[src/rtl/sddt_debug_monitor_pkg.sv]
// Shared helpers for the SDDT debug monitor: trace entry sizing, popcount, and
// the wrap/clamp counter add.
package sddt_dbg_pkg;

  // Widest per-slot command vector the popcount helper accepts.
  localparam int POP_MAX_W = 32;

  // Accumulator width for counter additions. This is a superset of the
  // CNT_W+$clog2(NUM_SLOTS)+1 bits that a single add can occupy.
  localparam int ACC_W = 64;

  // Trace entry layout, MSB first: {timestamp, ddr_pre, ddr_nop}.
  function automatic int trace_entry_w(int cnt_w, int num_slots);
    return cnt_w + 2 * num_slots;
  endfunction

  // Number of set bits in a zero-extended command vector.
  function automatic int unsigned popcount(logic [POP_MAX_W-1:0] v);
    int unsigned n;
    n = 0;
    for (int i = 0; i < POP_MAX_W; i++) begin
      n += {31'b0, v[i]};
    end
    return n;
  endfunction

  // Adds inc to cur in the wide accumulator. The result then either wraps
  // modulo 2^cnt_w or clamps at all-ones.
  function automatic logic [ACC_W-1:0] cnt_add(logic [ACC_W-1:0] cur,
                                                logic [ACC_W-1:0] inc,
                                                int               cnt_w,
                                                bit               sat);
    logic [ACC_W-1:0] sum;
    logic [ACC_W-1:0] lim;
    lim = (ACC_W'(1) << cnt_w) - ACC_W'(1);
    sum = cur + inc;
    if (sat && (sum > lim)) begin
      return lim;
    end
    return sum & lim;
  endfunction

endpackage

[src/rtl/sddt_debug_monitor_if.sv]
// Tap bundle between the SDDT datapath and the debug monitor.
// It carries the stream/PHY/command taps in, and the trace FIFO drain port.
interface sddt_debug_monitor_if
  import sddt_dbg_pkg::*;
#(
  parameter int NUM_SLOTS   = 4,
  parameter int CNT_W       = 16,
  parameter int TAP_W       = 8,
  parameter int TRACE_DEPTH = 16
);
  localparam int TW    = trace_entry_w(CNT_W, NUM_SLOTS);
  localparam int LVL_W = $clog2(TRACE_DEPTH) + 1;

  logic                 axis_tvalid;
  logic                 axis_tready;
  logic [TAP_W-1:0]     axis_tdata_tap;
  logic                 rd_data_en;
  logic                 err_in;
  logic [NUM_SLOTS-1:0] ddr_read;
  logic [NUM_SLOTS-1:0] ddr_write;
  logic [NUM_SLOTS-1:0] ddr_pre;
  logic [NUM_SLOTS-1:0] ddr_nop;
  logic                 trace_pop;
  logic                 trace_valid;
  logic [TW-1:0]        trace_data;
  logic [LVL_W-1:0]     trace_level;
  logic                 trace_overflow;

  // Datapath/host side: drives the taps and the pop strobe.
  modport master (
    output axis_tvalid, axis_tready, axis_tdata_tap, rd_data_en, err_in,
    output ddr_read, ddr_write, ddr_pre, ddr_nop, trace_pop,
    input  trace_valid, trace_data, trace_level, trace_overflow
  );

  // Monitor side.
  modport slave (
    input  axis_tvalid, axis_tready, axis_tdata_tap, rd_data_en, err_in,
    input  ddr_read, ddr_write, ddr_pre, ddr_nop, trace_pop,
    output trace_valid, trace_data, trace_level, trace_overflow
  );

endinterface

[src/rtl/sddt_debug_monitor_trace_fifo.sv]
// First-word-fall-through synchronous FIFO for command trace entries.
// A push while full is dropped and latches a sticky drop flag, unless a pop
// frees the slot in the same cycle.
module sddt_trace_fifo #(
  parameter int W     = 16,
  parameter int DEPTH = 16
) (
  input  logic                       clk,
  input  logic                       rst,
  input  logic                       push,
  input  logic [W-1:0]               push_data,
  input  logic                       pop,
  output logic                       valid,
  output logic [W-1:0]               head,
  output logic [$clog2(DEPTH):0]     level,
  output logic                       overflow
);
  localparam int AW    = $clog2(DEPTH);
  localparam int LVL_W = AW + 1;

  logic [W-1:0]  mem [DEPTH];
  logic [AW-1:0] wr_ptr;
  logic [AW-1:0] rd_ptr;
  logic          full;
  logic          pop_ok;
  logic          push_ok;

  assign full    = (level == LVL_W'(DEPTH));
  assign valid   = (level != '0);
  assign pop_ok  = pop & valid;
  assign push_ok = push & (~full | pop_ok);
  assign head    = mem[rd_ptr];

  // Storage: data only, no reset needed since the pointers gate visibility.
  always_ff @(posedge clk) begin
    if (push_ok) begin
      mem[wr_ptr] <= push_data;
    end
  end

  // Pointers, occupancy and sticky drop flag. Pointers wrap as DEPTH is 2^AW.
  always_ff @(posedge clk) begin
    if (rst) begin
      wr_ptr   <= '0;
      rd_ptr   <= '0;
      level    <= '0;
      overflow <= 1'b0;
    end else begin
      if (push_ok) wr_ptr <= wr_ptr + 1'b1;
      if (pop_ok)  rd_ptr <= rd_ptr + 1'b1;
      case ({push_ok, pop_ok})
        2'b10:   level <= level + 1'b1;
        2'b01:   level <= level - 1'b1;
        default: level <= level;
      endcase
      if (push && !push_ok) overflow <= 1'b1;
    end
  end

endmodule

[src/rtl/sddt_debug_monitor.sv]
// SDDT debug/performance monitor. It keeps event counters, sticky error
// tracking, a coherent one-edge snapshot, and a timestamped trace of
// non-NOP command cycles.
module sddt_debug_monitor
  import sddt_dbg_pkg::*;
#(
  parameter int NUM_SLOTS   = 4,
  parameter int CNT_W       = 16,
  parameter int TAP_W       = 8,
  parameter int TRACE_DEPTH = 16,
  parameter int SATURATE    = 0
) (
  input  logic                 clk,
  input  logic                 rst,
  input  logic                 clr,
  input  logic                 snap_req,
  sddt_debug_monitor_if.slave  mon,
  output logic [CNT_W-1:0]     snap_hs_cnt,
  output logic [CNT_W-1:0]     snap_rden_cnt,
  output logic [CNT_W-1:0]     snap_rdcmd_cnt,
  output logic [CNT_W-1:0]     snap_wrcmd_cnt,
  output logic [TAP_W-1:0]     latest_hs_data,
  output logic                 err_sticky
);
  localparam int TW     = trace_entry_w(CNT_W, NUM_SLOTS);
  localparam bit SAT_EN = (SATURATE != 0);

  logic [CNT_W-1:0] hs_cnt, rden_cnt, rdcmd_cnt, wrcmd_cnt;
  logic [CNT_W-1:0] hs_nxt, rden_nxt, rdcmd_nxt, wrcmd_nxt;
  logic [CNT_W-1:0] timestamp;
  logic             hs;
  logic             wipe;
  logic             trace_push;
  logic [TW-1:0]    trace_entry;

  assign hs          = mon.axis_tvalid & mon.axis_tready;
  assign wipe        = rst | clr;
  assign trace_push  = ~&mon.ddr_nop;
  assign trace_entry = {timestamp, mon.ddr_pre, mon.ddr_nop};

  // Post-update counter values. Snapshots load these, so they include this cycle's events.
  always_comb begin
    hs_nxt    = CNT_W'(cnt_add(ACC_W'(hs_cnt), ACC_W'(hs), CNT_W, SAT_EN));
    rden_nxt  = CNT_W'(cnt_add(ACC_W'(rden_cnt), ACC_W'(mon.rd_data_en), CNT_W, SAT_EN));
    rdcmd_nxt = CNT_W'(cnt_add(ACC_W'(rdcmd_cnt),
                               ACC_W'(popcount(POP_MAX_W'(mon.ddr_read))), CNT_W, SAT_EN));
    wrcmd_nxt = CNT_W'(cnt_add(ACC_W'(wrcmd_cnt),
                               ACC_W'(popcount(POP_MAX_W'(mon.ddr_write))), CNT_W, SAT_EN));
  end

  // Live counters, timestamp, handshake tap, sticky error and snapshot bank.
  // Soft clear discards same-cycle events.
  always_ff @(posedge clk) begin
    if (wipe) begin
      hs_cnt         <= '0;
      rden_cnt       <= '0;
      rdcmd_cnt      <= '0;
      wrcmd_cnt      <= '0;
      timestamp      <= '0;
      latest_hs_data <= '0;
      err_sticky     <= 1'b0;
      snap_hs_cnt    <= '0;
      snap_rden_cnt  <= '0;
      snap_rdcmd_cnt <= '0;
      snap_wrcmd_cnt <= '0;
    end else begin
      hs_cnt    <= hs_nxt;
      rden_cnt  <= rden_nxt;
      rdcmd_cnt <= rdcmd_nxt;
      wrcmd_cnt <= wrcmd_nxt;
      timestamp <= timestamp + 1'b1;
      if (hs)         latest_hs_data <= mon.axis_tdata_tap;
      if (mon.err_in) err_sticky     <= 1'b1;
      if (snap_req) begin
        snap_hs_cnt    <= hs_nxt;
        snap_rden_cnt  <= rden_nxt;
        snap_rdcmd_cnt <= rdcmd_nxt;
        snap_wrcmd_cnt <= wrcmd_nxt;
      end
    end
  end

  // Trace FIFO. A wipe also clears it, so a push or pop in a clear cycle is discarded.
  sddt_trace_fifo #(
    .W     (TW),
    .DEPTH (TRACE_DEPTH)
  ) u_trace_fifo (
    .clk       (clk),
    .rst       (wipe),
    .push      (trace_push),
    .push_data (trace_entry),
    .pop       (mon.trace_pop),
    .valid     (mon.trace_valid),
    .head      (mon.trace_data),
    .level     (mon.trace_level),
    .overflow  (mon.trace_overflow)
  );

endmodule

[src/flat_wrapper.sv]
// flat-port wrapper written by rule: the top's interface ports become plain ports
module sddt_debug_monitor_flat import sddt_dbg_pkg::*;
#(
  parameter int NUM_SLOTS   = 4,
  parameter int CNT_W       = 16,
  parameter int TAP_W       = 8,
  parameter int TRACE_DEPTH = 16,
  parameter int SATURATE    = 0
)
  (clk, rst, clr, snap_req, snap_hs_cnt, snap_rden_cnt, snap_rdcmd_cnt, snap_wrcmd_cnt, latest_hs_data, err_sticky, mon_axis_tvalid, mon_axis_tready, mon_axis_tdata_tap, mon_rd_data_en, mon_err_in, mon_ddr_read, mon_ddr_write, mon_ddr_pre, mon_ddr_nop, mon_trace_pop, mon_trace_valid, mon_trace_data, mon_trace_level, mon_trace_overflow);
  sddt_debug_monitor_if #(.NUM_SLOTS(NUM_SLOTS), .CNT_W(CNT_W), .TAP_W(TAP_W), .TRACE_DEPTH(TRACE_DEPTH)) mon_i ();
  input  logic clk;
  input  logic rst;
  input  logic clr;
  input  logic snap_req;
  output logic [CNT_W-1:0] snap_hs_cnt;
  output logic [CNT_W-1:0] snap_rden_cnt;
  output logic [CNT_W-1:0] snap_rdcmd_cnt;
  output logic [CNT_W-1:0] snap_wrcmd_cnt;
  output logic [TAP_W-1:0] latest_hs_data;
  output logic err_sticky;
  input wire logic [$bits(mon_i.axis_tvalid)-1:0] mon_axis_tvalid;
  input wire logic [$bits(mon_i.axis_tready)-1:0] mon_axis_tready;
  input wire logic [$bits(mon_i.axis_tdata_tap)-1:0] mon_axis_tdata_tap;
  input wire logic [$bits(mon_i.rd_data_en)-1:0] mon_rd_data_en;
  input wire logic [$bits(mon_i.err_in)-1:0] mon_err_in;
  input wire logic [$bits(mon_i.ddr_read)-1:0] mon_ddr_read;
  input wire logic [$bits(mon_i.ddr_write)-1:0] mon_ddr_write;
  input wire logic [$bits(mon_i.ddr_pre)-1:0] mon_ddr_pre;
  input wire logic [$bits(mon_i.ddr_nop)-1:0] mon_ddr_nop;
  input wire logic [$bits(mon_i.trace_pop)-1:0] mon_trace_pop;
  output wire logic [$bits(mon_i.trace_valid)-1:0] mon_trace_valid;
  output wire logic [$bits(mon_i.trace_data)-1:0] mon_trace_data;
  output wire logic [$bits(mon_i.trace_level)-1:0] mon_trace_level;
  output wire logic [$bits(mon_i.trace_overflow)-1:0] mon_trace_overflow;
  assign mon_i.axis_tvalid = mon_axis_tvalid;
  assign mon_i.axis_tready = mon_axis_tready;
  assign mon_i.axis_tdata_tap = mon_axis_tdata_tap;
  assign mon_i.rd_data_en = mon_rd_data_en;
  assign mon_i.err_in = mon_err_in;
  assign mon_i.ddr_read = mon_ddr_read;
  assign mon_i.ddr_write = mon_ddr_write;
  assign mon_i.ddr_pre = mon_ddr_pre;
  assign mon_i.ddr_nop = mon_ddr_nop;
  assign mon_i.trace_pop = mon_trace_pop;
  assign mon_trace_valid = mon_i.trace_valid;
  assign mon_trace_data = mon_i.trace_data;
  assign mon_trace_level = mon_i.trace_level;
  assign mon_trace_overflow = mon_i.trace_overflow;
  sddt_debug_monitor #(.NUM_SLOTS(NUM_SLOTS), .CNT_W(CNT_W), .TAP_W(TAP_W), .TRACE_DEPTH(TRACE_DEPTH), .SATURATE(SATURATE)) u_core (.clk(clk), .rst(rst), .clr(clr), .snap_req(snap_req), .mon(mon_i), .snap_hs_cnt(snap_hs_cnt), .snap_rden_cnt(snap_rden_cnt), .snap_rdcmd_cnt(snap_rdcmd_cnt), .snap_wrcmd_cnt(snap_wrcmd_cnt), .latest_hs_data(latest_hs_data), .err_sticky(err_sticky));
endmodule
[config.mk]
export PLATFORM = sky130hd
export DESIGN_NAME = sddt_debug_monitor_flat
export DESIGN_NICKNAME = d
export VERILOG_FILES = /design/src/rtl/sddt_debug_monitor_pkg.sv /design/src/rtl/sddt_debug_monitor_if.sv /design/src/rtl/sddt_debug_monitor_trace_fifo.sv /design/src/rtl/sddt_debug_monitor.sv /design/src/flat_wrapper.sv
export SDC_FILE = /design/constraint.sdc
export NUM_CORES = 1
export LEC_CHECK = 0
export ABC_CLOCK_PERIOD_IN_PS = 3410
export BUFFER_PORTS_ARGS = -buffer_cell sky130_fd_sc_hd__buf_2
export CORE_MARGIN = 3
export CORE_UTILIZATION = 54
export CTS_CLUSTER_DIAMETER = 50
export DETAILED_ROUTE_END_ITERATION = 16
export MAX_ROUTING_LAYER = met4
export PLACE_DENSITY = 0.84
export SETUP_SLACK_MARGIN = 0.05
export SLEW_MARGIN = 20
export SYNTH_ARGS = -nofsm -noshare
export SYNTH_HDL_FRONTEND = slang
export SYNTH_HIERARCHICAL = 1
export SYNTH_SLANG_ARGS = --single-unit
[constraint.sdc]
create_clock -name clk -period 3.41 [get_ports clk]
set_input_delay 0.682 -clock clk [delete_from_list [all_inputs] [get_ports clk]]
set_output_delay 0.682 -clock clk [all_outputs]
set_load 0.05 [all_outputs]
==> results.md <==
- Status: complete, no violations
- Required @ worst endpoint: 2.73 ns
- Syn Nets: 1414
- Crit path DAT: approximately 2.6 ns
- Final setup vio count: 0
- Synth async-reset ratio: 0%
- RePlAce Congestion: about 0.85
- CP endpoint kind: primary output
- Startpoint Class: register
- Ports: 137
- RSZ-0062 raised after global routing: no
- Worst vdd ir: around 0.46 mV
- Detailed-route DRC error count: 0
- CP endpoint: mon_trace_data[20]
- Mean Syn Cell Area: approximately 16 um^2
- TritonRoute pass-1 iters: 5
- # fillers: between 2000 and 3000
- Top post-synthesis cells by count: edfxtp_1 (384), dfxtp_1 (171), nor2_1 (128), mux4_2 (96), nand2_1 (65)
- Fin nets: ~1600
- Area share of the largest cell type after synthesis: around 54%
- CTS tree: yes
- Share of cells above drive strength 1: 25.3%
- Multi-input logic area: 5990 um^2
- Fmax: about 300 MHz
- Worst-Margin Slew: between 0.9 and 1 ns
- Initial Util: 54.8%
- Drt initial violations: between 900 and 1000
- Cell with the most instances after synthesis: edfxtp_1
- Worst skew pair latency: a little over 0.6 ns
- Tmin final: about 3.3 ns
- Crit Path Class: register to primary output
- Clock Path Buffers: 3
- CORE AREA: between 30000 and 40000 um^2
- Worst setup margin: between 0.1 and 0.15 ns
- Number of setup buffers added after CTS: 0
- Routed vias/inst: about 6
- Synth unique cells: 52
- EDFF count, synth: ~380
- Hold Path Class: primary input to register
- Sequential cell area: ~15000 um^2
- Rel. slew slack: between 30% and 40%
- Row count: 72
- Reg2reg setup slack: 0.62 ns
- Area leader, netlist: edfxtp_1
- Max Cap Viol: 0
- WL final: 48.5 mm
- Routed via count: ~13000
- Port-buffer cells: around 140
- R2R cell count: 8
- Pre-CTS setup slack: between 0.2 and 0.3 ns
- Die X: 204 um
- Grt ovf: 0
- Critical Path Fanout Max: 34
- Sequential share of the synthesized area: roughly 70%
- Dpl hpwl: around 28 mm
- Hold Fails Final Rpt: 0
- CTS Buf Count: 54
- Worst R2R Start: u_core/u_trace_fifo/level[3]
- H-tree depth: 2
- DR WL/cell: roughly 23 um
- Reg2Reg Capture Point: u_core/u_trace_fifo/level[4]
- Yosys reg bits: between 500 and 600
- Final setup TNS: 0 ns
- Cells after Synth: approximately 1400
- Clk slew on worst S/H paths: approximately 0.060 ns
- Final antenna-violating net count: 0
- Root Buffer: clkbuf_16
- Vias in the first global route: 13100
- Leakage power: ~8.4 nW
- Initial antenna violation count: 0
- Chip height: slightly above 200 um
- Total GRT Usage: between 20% and 30%
- Power density of the placed cells: about 570 nW/um^2
- Worst Skew: between 0.02 and 0.025 ns
- Synth area leaders: edfxtp_1 (54%), dfxtp_1 (16%), mux4_2 (10%)
- Top_reg_cell synth: edfxtp_1
- Yosys warnings: 6
- Clock sinks: 555
- Hold Startpoint: mon_err_in
- Die area: approximately 42000 um^2
- Post-cts hold buffer count: 0
- Area Overhead vs Synth: 15.9%
- First-pass GRT wire length: 74.9 mm
- Mapped Area: around 21000 um^2
- Largest net degree at the start of global routing: ~120
- Final worst-path cycle share: a little over nine tenths
- Slew Limit Fails: 0
- Number of diodes: 0
power breakdown:
group / leakage [nW] / switching (mW) / internal [mW]
clock: 0.892 / 2.57 / 3.47
combinational: 2.65 / 0.530 / 0.227
sequential: 4.82 / 0.0481 / 7.24
total: 8.36 / 3.15 / 10.9
layout make-up:
type	instances	area share [%]
tap	518	2.63
inverter	29	0.452
timing repair buffer	181	4.52
clock buffer	60	5.57
clock inverter	41	1.83
multi-input combinational	705	24.3
sequential	555	60.7
layer usage:
metal	GRT usage, %	routed length (um)
met1	29.4	18200
met2	40.4	24600
met3	5.77	4030
met4	8.48	1660
met5	-	0
cell families (layout without fill, tap and decap cells):
logic type | count (synthesis) | in the layout | synth area share, %
xor+xnor | 68 | 68 | 2.80
compound gates | 198 | 198 | 5.99
buf+inv | 99 | 311 | 1.89
mux | 106 | 106 | 10.6
fa+ha+maj | 22 | 22 | 1.54
flops | 555 | 555 | 70.3
simple gates | 311 | 311 | 6.86
sequential cells by signal, indices dropped and copies added, names as in the netlist, named ones only:
register	cells
u_core/err_sticky	1
u_core/hs_cnt	16
u_core/latest_hs_data	8
u_core/rdcmd_cnt	16
u_core/rden_cnt	16
u_core/snap_hs_cnt	16
u_core/snap_rdcmd_cnt	16
u_core/snap_rden_cnt	16
u_core/snap_wrcmd_cnt	16
u_core/timestamp	16
u_core/u_trace_fifo/level	5
u_core/u_trace_fifo/mem	384
u_core/u_trace_fifo/overflow	1
u_core/u_trace_fifo/rd_ptr	4
u_core/u_trace_fifo/wr_ptr	4
u_core/wrcmd_cnt	16
worst min path at each step:
| stage | to | slack, ns | cells after the start |
|---|---|---|---|
| final | u_core/err_sticky | 0.29 | 3 |
| after CTS | u_core/err_sticky | 0.26 | 3 |
| after detailed placement | u_core/latest_hs_data[4] | 0.45 | 2 |
| after floorplan | u_core/wrcmd_cnt[15] | 0.47 | 2 |
| after global placement | u_core/latest_hs_data[4] | 0.44 | 2 |
| after global routing | u_core/err_sticky | 0.31 | 3 |
layout by cell type, fill, tap and decap left out, types with 7 or more instances in the layout:
cell type  count
nor3_1        17
bufinv_16      7
buf_4         39
and2_1         9
nand2b_1       7
dfxtp_1      169
clkbuf_16     54
a21oi_1       50
a211oi_1      19
ha_1          15
inv_1         26
xnor2_1       42
mux2i_1       10
nand2_1       65
o21ai_0       50
clkinv_1      12
a22oi_1       48
nand4_1       12
clkinv_2      13
fa_1           7
edfxtp_1     384
buf_2        135
xor2_1        26
and3_1         7
o2111ai_1     10
nor2_1       114
nor4_1        14
mux4_2        96
nor2_2        13
nand3_1       23
critical path: stages, from the launching register on:
cell and delay [ns]:
dfxtp_4 0.44, buf_12 0.29, mux4_2 0.55, a22oi_1 0.24, nand2_1 0.21, buf_2 0.27
repair_timing:
action	4_1_cts	5_1_grt
setup endpoints to repair	1	1
gates cloned	1	0
pin swaps	0	0
gates resized for setup	1	1
hold endpoints to repair	0	0
through the flow:
step / hold WS (ns) / cells / cell area (um^2) / utilization, % / total power, mW
5_1_grt: 0.312 / 2089 / 24700 / 63.5 / 14.5
6_report: 0.293 / 2089 / 24700 / 63.5 / 14.1
2_1_floorplan: 0.469 / 1359 / 21300 / - / 7.96
3_3_place_gp: 0.442 / 1987 / 22800 / 58.7 / 8.15
3_5_place_dp: 0.447 / 1987 / 22800 / 58.7 / 8.18
4_1_cts: 0.261 / 2089 / 24700 / 63.5 / 14.2
No activity file was read; power rests on OpenSTA's default activity.
